`src/rtl/hdlc_pkg.sv`:
```
// Shared types and constants for the HDLC receive path.
package hdlc_pkg;

    typedef enum logic [1:0] {IDLE, FILL, READY, DRAIN} rxbuf_state_t;

    localparam int FCS16_BYTES = 2;
    localparam int FCS32_BYTES = 4;

    // Width needed to hold a count of 0..max_frame inclusive.
    function automatic int size_w(input int max_frame);
        return $clog2(max_frame + 1);
    endfunction

endpackage

```
`src/rtl/hdlc_frame_ram.sv`:
```
// Simple dual-port frame store: one write port, one registered read port, no reset on contents.
module hdlc_frame_ram #(
    parameter int DATA_W = 8,
    parameter int DEPTH  = 128,
    localparam int AW    = $clog2(DEPTH)
) (
    input  logic              clk,
    input  logic              we,
    input  logic [AW-1:0]     waddr,
    input  logic [DATA_W-1:0] wdata,
    input  logic              re,
    input  logic [AW-1:0]     raddr,
    output logic [DATA_W-1:0] rdata
);

    logic [DATA_W-1:0] mem [DEPTH];

    always_ff @(posedge clk) begin
        if (we) mem[waddr] <= wdata;
        if (re) rdata <= mem[raddr];
    end

endmodule

```
`src/rtl/hdlc_rx_framebuff.sv`:
```
// HDLC receive frame buffer: stores one frame, strips the FCS trailer from the
// reported size, flags overflow / lost frames and serves the frame to the CPU.
module hdlc_rx_framebuff
    import hdlc_pkg::*;
#(
    parameter int DATA_W    = 8,
    parameter int MAX_FRAME = 128,
    parameter int FCS_BYTES = FCS16_BYTES
) (
    input  logic                          Clk,
    input  logic                          Rst,
    input  logic                          Rx_ValidFrame,
    input  logic                          Rx_WrBuff,
    input  logic [DATA_W-1:0]             Rx_Data,
    input  logic                          Rx_EoF,
    input  logic                          Rx_AbortSignal,
    input  logic                          Rx_FrameError,
    input  logic                          Rx_FCSerr,
    input  logic                          Rx_RdBuff,
    input  logic                          Rx_Drop,
    output logic [DATA_W-1:0]             Rx_DataBuffOut,
    output logic [size_w(MAX_FRAME)-1:0]  Rx_FrameSize,
    output logic                          Rx_Ready,
    output logic                          Rx_Overflow,
    output logic                          Rx_FrameLost
);

    localparam int SW = size_w(MAX_FRAME);
    localparam int AW = $clog2(MAX_FRAME);
    localparam logic [SW-1:0] MAX_C = SW'(MAX_FRAME);
    localparam logic [SW-1:0] FCS_C = SW'(FCS_BYTES);

    rxbuf_state_t state, nxt;
    logic [SW-1:0] count, cnt_w, cnt_nxt;
    logic [SW-1:0] rd_ptr, rdp_nxt;
    logic [SW-1:0] size_q, size_nxt;
    logic          ovf_q, ovf_nxt;
    logic          lost_q, lost_nxt;
    logic          discard_q, disc_nxt;
    logic          out_zero, zero_nxt;
    logic          ram_we, ram_re, framing, busy_wr;
    logic [DATA_W-1:0] ram_rdata;

    // Frame boundaries come from the strobes alone; ValidFrame is kept on the port for compatibility.
    logic unused_valid_frame;
    assign unused_valid_frame = Rx_ValidFrame;

    hdlc_frame_ram #(
        .DATA_W (DATA_W),
        .DEPTH  (MAX_FRAME)
    ) u_ram (
        .clk   (Clk),
        .we    (ram_we),
        .waddr (count[AW-1:0]),
        .wdata (Rx_Data),
        .re    (ram_re),
        .raddr (rd_ptr[AW-1:0]),
        .rdata (ram_rdata)
    );

    always_comb begin
        nxt      = state;
        ram_we   = 1'b0;
        ram_re   = 1'b0;
        cnt_w    = count;
        rdp_nxt  = rd_ptr;
        size_nxt = size_q;
        ovf_nxt  = ovf_q;
        zero_nxt = out_zero;
        framing  = 1'b0;
        busy_wr  = 1'b0;

        unique case (state)
            IDLE: begin
                if (Rx_WrBuff && !discard_q) begin
                    ram_we  = 1'b1;
                    cnt_w   = SW'(1);
                    ovf_nxt = 1'b0;
                    nxt     = FILL;
                    framing = 1'b1;
                end
            end
            FILL: begin
                framing = 1'b1;
                if (Rx_WrBuff) begin
                    if (count < MAX_C) begin
                        ram_we = 1'b1;
                        cnt_w  = count + SW'(1);
                    end else begin
                        ovf_nxt = 1'b1;
                    end
                end
            end
            READY, DRAIN: begin
                busy_wr = Rx_WrBuff && !discard_q;
                if (Rx_Drop) begin
                    nxt = IDLE;
                end else if (Rx_RdBuff) begin
                    ram_re   = (rd_ptr < size_q);
                    zero_nxt = !(rd_ptr < size_q);
                    rdp_nxt  = rd_ptr + SW'(1);
                    nxt      = (rd_ptr + SW'(1) >= size_q) ? IDLE : DRAIN;
                end
            end
            default: nxt = IDLE;
        endcase

        // Reads outside a stored frame behave like reads past its end.
        if (Rx_RdBuff && (state == IDLE || state == FILL)) zero_nxt = 1'b1;

        cnt_nxt  = cnt_w;
        lost_nxt = busy_wr;
        if (framing) begin
            if (Rx_AbortSignal) begin
                nxt     = IDLE;
                cnt_nxt = '0;
            end else if (Rx_EoF) begin
                cnt_nxt = '0;
                if (Rx_FrameError || Rx_FCSerr || cnt_w <= FCS_C) begin
                    nxt      = IDLE;
                    lost_nxt = 1'b1;
                end else begin
                    nxt      = READY;
                    size_nxt = cnt_w - FCS_C;
                    rdp_nxt  = '0;
                end
            end
        end

        // Remainder of a frame refused while busy is skipped up to its end.
        disc_nxt = (discard_q || busy_wr) && !(Rx_EoF || Rx_AbortSignal);
    end

    always_ff @(posedge Clk) begin
        if (!Rst) begin
            state     <= IDLE;
            count     <= '0;
            rd_ptr    <= '0;
            size_q    <= '0;
            ovf_q     <= 1'b0;
            lost_q    <= 1'b0;
            discard_q <= 1'b0;
            out_zero  <= 1'b1;
        end else begin
            state     <= nxt;
            count     <= cnt_nxt;
            rd_ptr    <= rdp_nxt;
            size_q    <= size_nxt;
            ovf_q     <= ovf_nxt;
            lost_q    <= lost_nxt;
            discard_q <= disc_nxt;
            out_zero  <= zero_nxt;
        end
    end

    assign Rx_DataBuffOut = out_zero ? '0 : ram_rdata;
    assign Rx_FrameSize   = size_q;
    assign Rx_Ready       = (state == READY) || (state == DRAIN);
    assign Rx_Overflow    = ovf_q;
    assign Rx_FrameLost   = lost_q;

endmodule

```
`config.mk`:
```
export PLATFORM = sky130hd
export DESIGN_NAME = hdlc_rx_framebuff
export DESIGN_NICKNAME = d
export VERILOG_FILES = /design/src/rtl/hdlc_pkg.sv /design/src/rtl/hdlc_frame_ram.sv /design/src/rtl/hdlc_rx_framebuff.sv
export SDC_FILE = /design/constraint.sdc
export NUM_CORES = 1
export LEC_CHECK = 0
export ABC_AREA = 1
export CORE_ASPECT_RATIO = 1.25
export CORE_MARGIN = 3
export CORE_UTILIZATION = 37
export DETAILED_ROUTE_END_ITERATION = 8
export PLACE_DENSITY_LB_ADDON = 0.1
export SYNTH_ARGS = -nofsm -noshare
export SYNTH_HDL_FRONTEND = slang
export SYNTH_HIERARCHICAL = 1
export SYNTH_SLANG_ARGS = --single-unit
```
`constraint.sdc`:
```
create_clock -name Clk -period 2.4 [get_ports Clk]
set_input_delay 0.48 -clock Clk [delete_from_list [all_inputs] [get_ports Clk]]
set_output_delay 0.48 -clock Clk [all_outputs]
set_load 0.02 [all_outputs]
```
# After elaboration in Yosys (flattened, before gate mapping)
# Memories as Yosys holds them, arrays and structs flattened. A register that Yosys moved wholly into a read port is not among the register bits.
# Index checks and enable logic that the tools add are counted.
[totals]
regBits = 30
ramBits = 1024
inputBits = 18
out_inout_bits = 19
elab_cells = 88
mem_count = 1
[op_classes]
n_addsub = 3
magnitude_cmp = 4
eq_ne = 6
muxes = 43
n_bitwise = 4
n_reduce_logical = 19
[mem_list]
columns = ["name", "words", "word_bits", "read_ports", "rd_clocked_by_memory_dff", "write_ports", "line", "source"]
rows = [
  ["u_ram.mem", 128, 8, 1, 1, 1, "hdlc_frame_ram.sv:16", "logic [DATA_W-1:0] mem [DEPTH];"],
]
[ops]
columns = ["op", "count"]
rows = [
  ["$mux W8", 14],
  ["$add A8 B1 Y8 const B", 2],
  ["$mux W1", 16],
  ["$mux W2", 8],
  ["$pmux W8 S2", 1],
  ["$ge A8 B8 Y1", 1],
  ["$le A8 B2 Y1 const B", 1],
  ["$lt A8 B8 Y1", 1],
  ["$lt A8 B8 Y1 const B", 1],
  ["$reduce_and A4 Y1", 2],
  ["$sub A8 B2 Y8 const B", 1],
  ["$logic_or A1 B1 Y1", 6],
  ["$ne A2 B2 Y1 const B", 3],
  ["$pmux W1 S2", 3],
  ["$eq A2 B2 Y1 const B", 2],
  ["$not A1 Y1", 4],
  ["$pmux W2 S2", 1],
  ["$reduce_or A2 Y1", 2],
  ["$logic_and A1 B1 Y1", 3],
  ["$logic_not A1 Y1", 3],
  ["$reduce_and A3 Y1", 1],
  ["$eq A2 B1 Y1 const B", 1],
  ["$logic_not A2 Y1", 1],
  ["$reduce_bool A2 Y1", 1],
]

# Longest topological paths before layout
[logic_depth]
depth_word = 10
depth_mapped = 15
ltp_nobuf = 15

# Cells and area by module
# The synthesis kept the hierarchy.
[modules_own_cells]
columns = ["module", "instances", "cells_each", "area_per_inst_um2", "seq_area_each_um2"]
rows = [
  ["hdlc_frame_ram", 1, 3575, 42184.2, 30989.7],
  ["hdlc_rx_framebuff", 1, 333, 2255.9, 600.6],
]

# Worst setup path after synthesis
# No wires, ideal clock.
[synth_path]
kind = "reg2reg"
start = "reg size_q[3] (netlist: Rx_FrameSize[3])"
end = "reg u_ram.rdata[0], read port of u_ram.mem, enable pin"
setup_time_ps = 395
arrival_ps = 2032
t_required_ps = 2005
path_slack_ps = -26
stages_incl_launch_ff = 8
path_buffers = 0
synth_period_minus_slack_ps = 2426
cell_sequence = "dfxtp_1 > inv_1 > ha_1 > a21oi_1 > o21ai_0 > nand4_1 > o211ai_1 > nor4_1"
[synth_via]
elab_chain_cells = 4
[synth_rtl]
columns = ["element", "line", "source"]
rows = [
  ["start, declared", "hdlc_rx_framebuff.sv:36", "logic [SW-1:0] size_q, size_nxt;"],
  ["start signal, assigned", "hdlc_rx_framebuff.sv:148", "size_q <= size_nxt;"],
  ["$lt A8 B8 Y1", "hdlc_rx_framebuff.sv:99", "ram_re = (rd_ptr < size_q);"],
  ["$mux W1", "hdlc_rx_framebuff.sv:98", "end else if (Rx_RdBuff) begin"],
  ["$mux W1", "hdlc_rx_framebuff.sv:96", "if (Rx_Drop) begin"],
  ["$mux W1", "hdlc_rx_framebuff.sv:73", "unique case (state)"],
  ["net ram_re", "hdlc_rx_framebuff.sv:41", "logic ram_we, ram_re, framing, busy_wr;"],
  ["end, declared", "hdlc_frame_ram.sv:13", "output logic [DATA_W-1:0] rdata"],
]
# The timed path passes the listed nets, and every way through them passes these cells.
# A chain may end at the register's enable or synchronous reset.

# Worst setup path in the final report
[layout_path]
start = "reg rd_ptr[1]"
end = "reg u_ram.rdata[2], read port of u_ram.mem (data pin)"
[layout_via]
elab_chain_cells = 4
[layout_rtl]
columns = ["element", "line", "source"]
rows = [
  ["start, declared", "hdlc_rx_framebuff.sv:35", "logic [SW-1:0] rd_ptr, rdp_nxt;"],
  ["start signal, assigned", "hdlc_rx_framebuff.sv:147", "rd_ptr <= rdp_nxt;"],
  ["$lt A8 B8 Y1", "hdlc_rx_framebuff.sv:99", ""],
  ["$mux W1", "hdlc_rx_framebuff.sv:98", ""],
  ["$mux W1", "hdlc_rx_framebuff.sv:96", ""],
  ["$mux W1", "hdlc_rx_framebuff.sv:73", ""],
]
# Parallel ways exist; a longest one is shown, timed or not.

==> flow_summary_export.csv <==
group,metric,value,unit
cts,cts_buffers,108,
worst_setup_path,path_cells,"buf_12, clkinv_8, buf_12, nand3_1, nand3_1, nand3_1, nand2_1, nand2_1, nand3_1, nand2_1, nand2_1, nand2_1",
worst_setup_path,max_stage_delay,0.37,ns
timing,fmax,423,MHz
logic_synthesis,synth_area,44400,um2
drt,wl,127000,um
global_route,grt_pass1_vias,28400,
worst_setup_path,cp-end-kind,"flop",
logic_synthesis,synth_fp_nets,3945,
cells_and_area,stdcell_count,5819,
timing,worst_clock_skew,0.0281,ns
pwr,ir_drop,666,uV
worst_setup_path,worstPathArrival,2.83,ns
worst_setup_path,path_common_cell,"nand2_1",
logic_synthesis,yosysWarnings,6,
drt,final_antenna_net_count,0,
logic_synthesis,synthCells,3908,
drt,first_iter_violations,2260,
cts,clkSlewWorstSetupHoldPaths,0.07,ns
die,ios,37,
global_route,grt_max_degree,82,
cts,cts_tree,"built",
drt,dr.pass1.iters,5,
cts,holdBufCountCts,0,
min_path,worst_hold_path_type,"input port to flop",
drt,wl_per_cell,21.9,um
logic_synthesis,yosysUniqueCellTypes,40,
worst_setup_path,path_class,"flop to flop",
timing,drv_slew,0,
global_route,grt_use_total,20.0,%
global_route,grt-ovfl-total,0,
placed_design,io_buffers,35,
placed_design,placed_cells_incl_taps,5606,
worst_setup_path,slowest_stage,"dfxtp_4",
cells_and_area,nets,4190,
pwr,design_power_total,0.0382,W
placed_design,place_area,48600,um2
pwr,leakagePower,19.2,nW
outcome,status,"complete, no violations",
drt,viasPerCell,4.99,
die,start_util,37.4,%
cts,cts_root_buffer,"clkbuf_16",
cells_and_area,fin_area,52600,um2
cells_and_area,mostFrequentLayoutCells,"1287 x nand2_1, 1032 x edfxtp_1, 946 x nand3_1, 263 x buf_4, 178 x nor2_1",
cells_and_area,antenna_cells,0,
flow_run,cap_violations,0,
timing,worst_slew_margin_rel,48.7,%
worst_setup_path,required,2.86,ns
global_route,grt_pass1_wl,185000,um
die,num_rows,141,
die,chipWidth,316,um
cts,ctsHtreeMaxLevel,3,
cts,cts_buffer_depth,3,
logic_synthesis,yosysSeqAreaShare,71.1,%
die,die_height,393,um
worst_setup_path,crit_fanout,20,
placed_design,place.gp.congestion,0.794,
cells_and_area,layout-drive-gt1-share,13.0,%
logic_synthesis,ys_ff_latch,1062,
cts,clk_latency,0.72,ns
placed_design,dp_hpwl,77400,um
timing,post-route-min-period,2.37,ns
die,die-area,124000,um2
timing,final-setup-viol-count,0,
timing,min_period_over_period,98.6,%
timing,grt_setup_unrepaired,"yes",
worst_setup_path,cp-start-kind,"flop",
cells_and_area,layout_commonest_cell,"nand2_1",
cts,cts_num_sinks,1062,
pwr,power_density,726,nW/um2
drt,route.vias.total,29100,
die,fp.coreArea,119000,um2
cells_and_area,area_delta_synth_final,18.4,%
global_route,antenna_found_initial,2,
timing,finalHoldViolCount,0,
drt,drc_errors,0,
logic_synthesis,syn_area_per_cell,11.4,um2
timing,worstMarginPinSlew,0.768,ns
Yosys cell counts:
cell type  count  area (um2)
o21a_1         1        7.51
clkinv_1       1        3.75
nand3_2        2        20.0
xor2_1         7        61.3
nand2_4        4        45.0
nand3b_1       1        7.51
nand2_2        6        37.5
nand2_1     1288        4830
buf_2        122         611
o21ai_0        8        40.0
dfxtp_1       30         601
inv_1         79         297
inv_2          7        26.3
a21oi_1       15        75.1
nand3_1      948        4740
xnor2_1        3        26.3
o21ai_2        1        8.76
a31oi_1        1        6.26
nor3_2         1        10.0
o211ai_1       3        22.5
nor3b_2        1        12.5
buf_4         40         300
edfxtp_1    1032       31000
nand4_1        6        37.5
buf_1         14        52.6
buf_6         25         282
nor3_1        10        50.1
nor2_4         3        33.8
nand3_4        2        35.0
o21ai_1        2        10.0
o21bai_2       1        11.3
ha_1          19         238
nor2_1       180         676
nor4_1         1        6.26
nor3_4         1        16.3
o2111ai_1      2        17.5
inv_8          1        11.3
clkbuf_1      35         131
nor2_8         1        20.0
nor2_2         4        25.0
logic make-up after synthesis:
family          synth area share [%]
simple gates                    23.9
flops                           71.1
buf+inv                         3.86
compound gates                 0.448
fa+ha+maj                      0.535
xor+xnor                       0.197
timing repair:
action                                  CTS  global route
gates cloned                              0             8
buffers inserted                          0             2
pin swaps                                 0             8
endpoints found under the setup margin    8            11
gates resized for setup                   8            26
worst paths after layout:
path,start,to,slack (ns),cells after the start
hold reg to reg,Rx_Overflow$_SDFFE_PN0P_,Rx_Overflow$_SDFFE_PN0P_,0.49,2
hold / removal,Rx_Data[3],u_ram/mem[41][3]$_DFFE_PP_,0.16,1
setup reg to reg,rd_ptr[1]$_SDFF_PN0_,u_ram/rdata[2]$_DFFE_PP_,0.03,12
setup / recovery,rd_ptr[1]$_SDFF_PN0_,u_ram/rdata[2]$_DFFE_PP_,0.03,12
where the power goes:
group	total, W	internal [W]	switching [W]
clock network	0.0172	0.00993	0.00724
logic	0.000682	0.000148	0.000534
registers	0.0203	0.0203	0.00000476
total	0.0382	0.0304	0.00777
layer usage:
| metal | global-route usage [%] | share of wire, % | routed length, um |
|---|---|---|---|
| met1 | 27.2 | 44 | 55800 |
| met2 | 33.1 | 49 | 62000 |
| met3 | 2.31 | 4.4 | 5570 |
| met4 | 7.17 | 3.1 | 3960 |
| met5 | 0 | 0 | 0 |
per-stage QoR:
| step | TNS (ns) | hold WS [ns] | setup slack (ns) | util [%] |
|---|---|---|---|---|
| after global placement | -90.56 | 0.473 | -0.164 | 41.0 |
| after global routing | -0.119 | 0.144 | -0.0428 | 44.3 |
| after CTS | 0 | 0.104 | 0.00905 | 44.0 |
| final | 0 | 0.157 | 0.0332 | 44.3 |
| after floorplan | 0 | 0.517 | 0.158 | - |
| after detailed placement | -87.36 | 0.465 | -0.173 | 41.0 |
critical path, delay by kind of cell (launching register included):
kind / cells / cell delay, ns
buffers and inverters: 3 / 0.53
and+or+nand+nor: 9 / 1.16
DFF: 1 / 0.37
area by class of cell:
class,count,area (um2)
multi-input combinational,2522,11200
tap,1573,1970
inverter,88,362
clock buffer,127,2780
clock inverter,76,810
sequential,1062,31600
fill,11100,66100
timing repair buffer,371,3890
state kept, by name, summed over array words and instances, names as in the netlist:
signal	flops
Rx_FrameLost	1
Rx_Overflow	1
rd_ptr	8
state	2
Rx_FrameSize	8
out_zero	1
u_ram/mem	1024
count	8
u_ram/rdata	8
discard_q	1
Power figures use the tool's default switching activity.
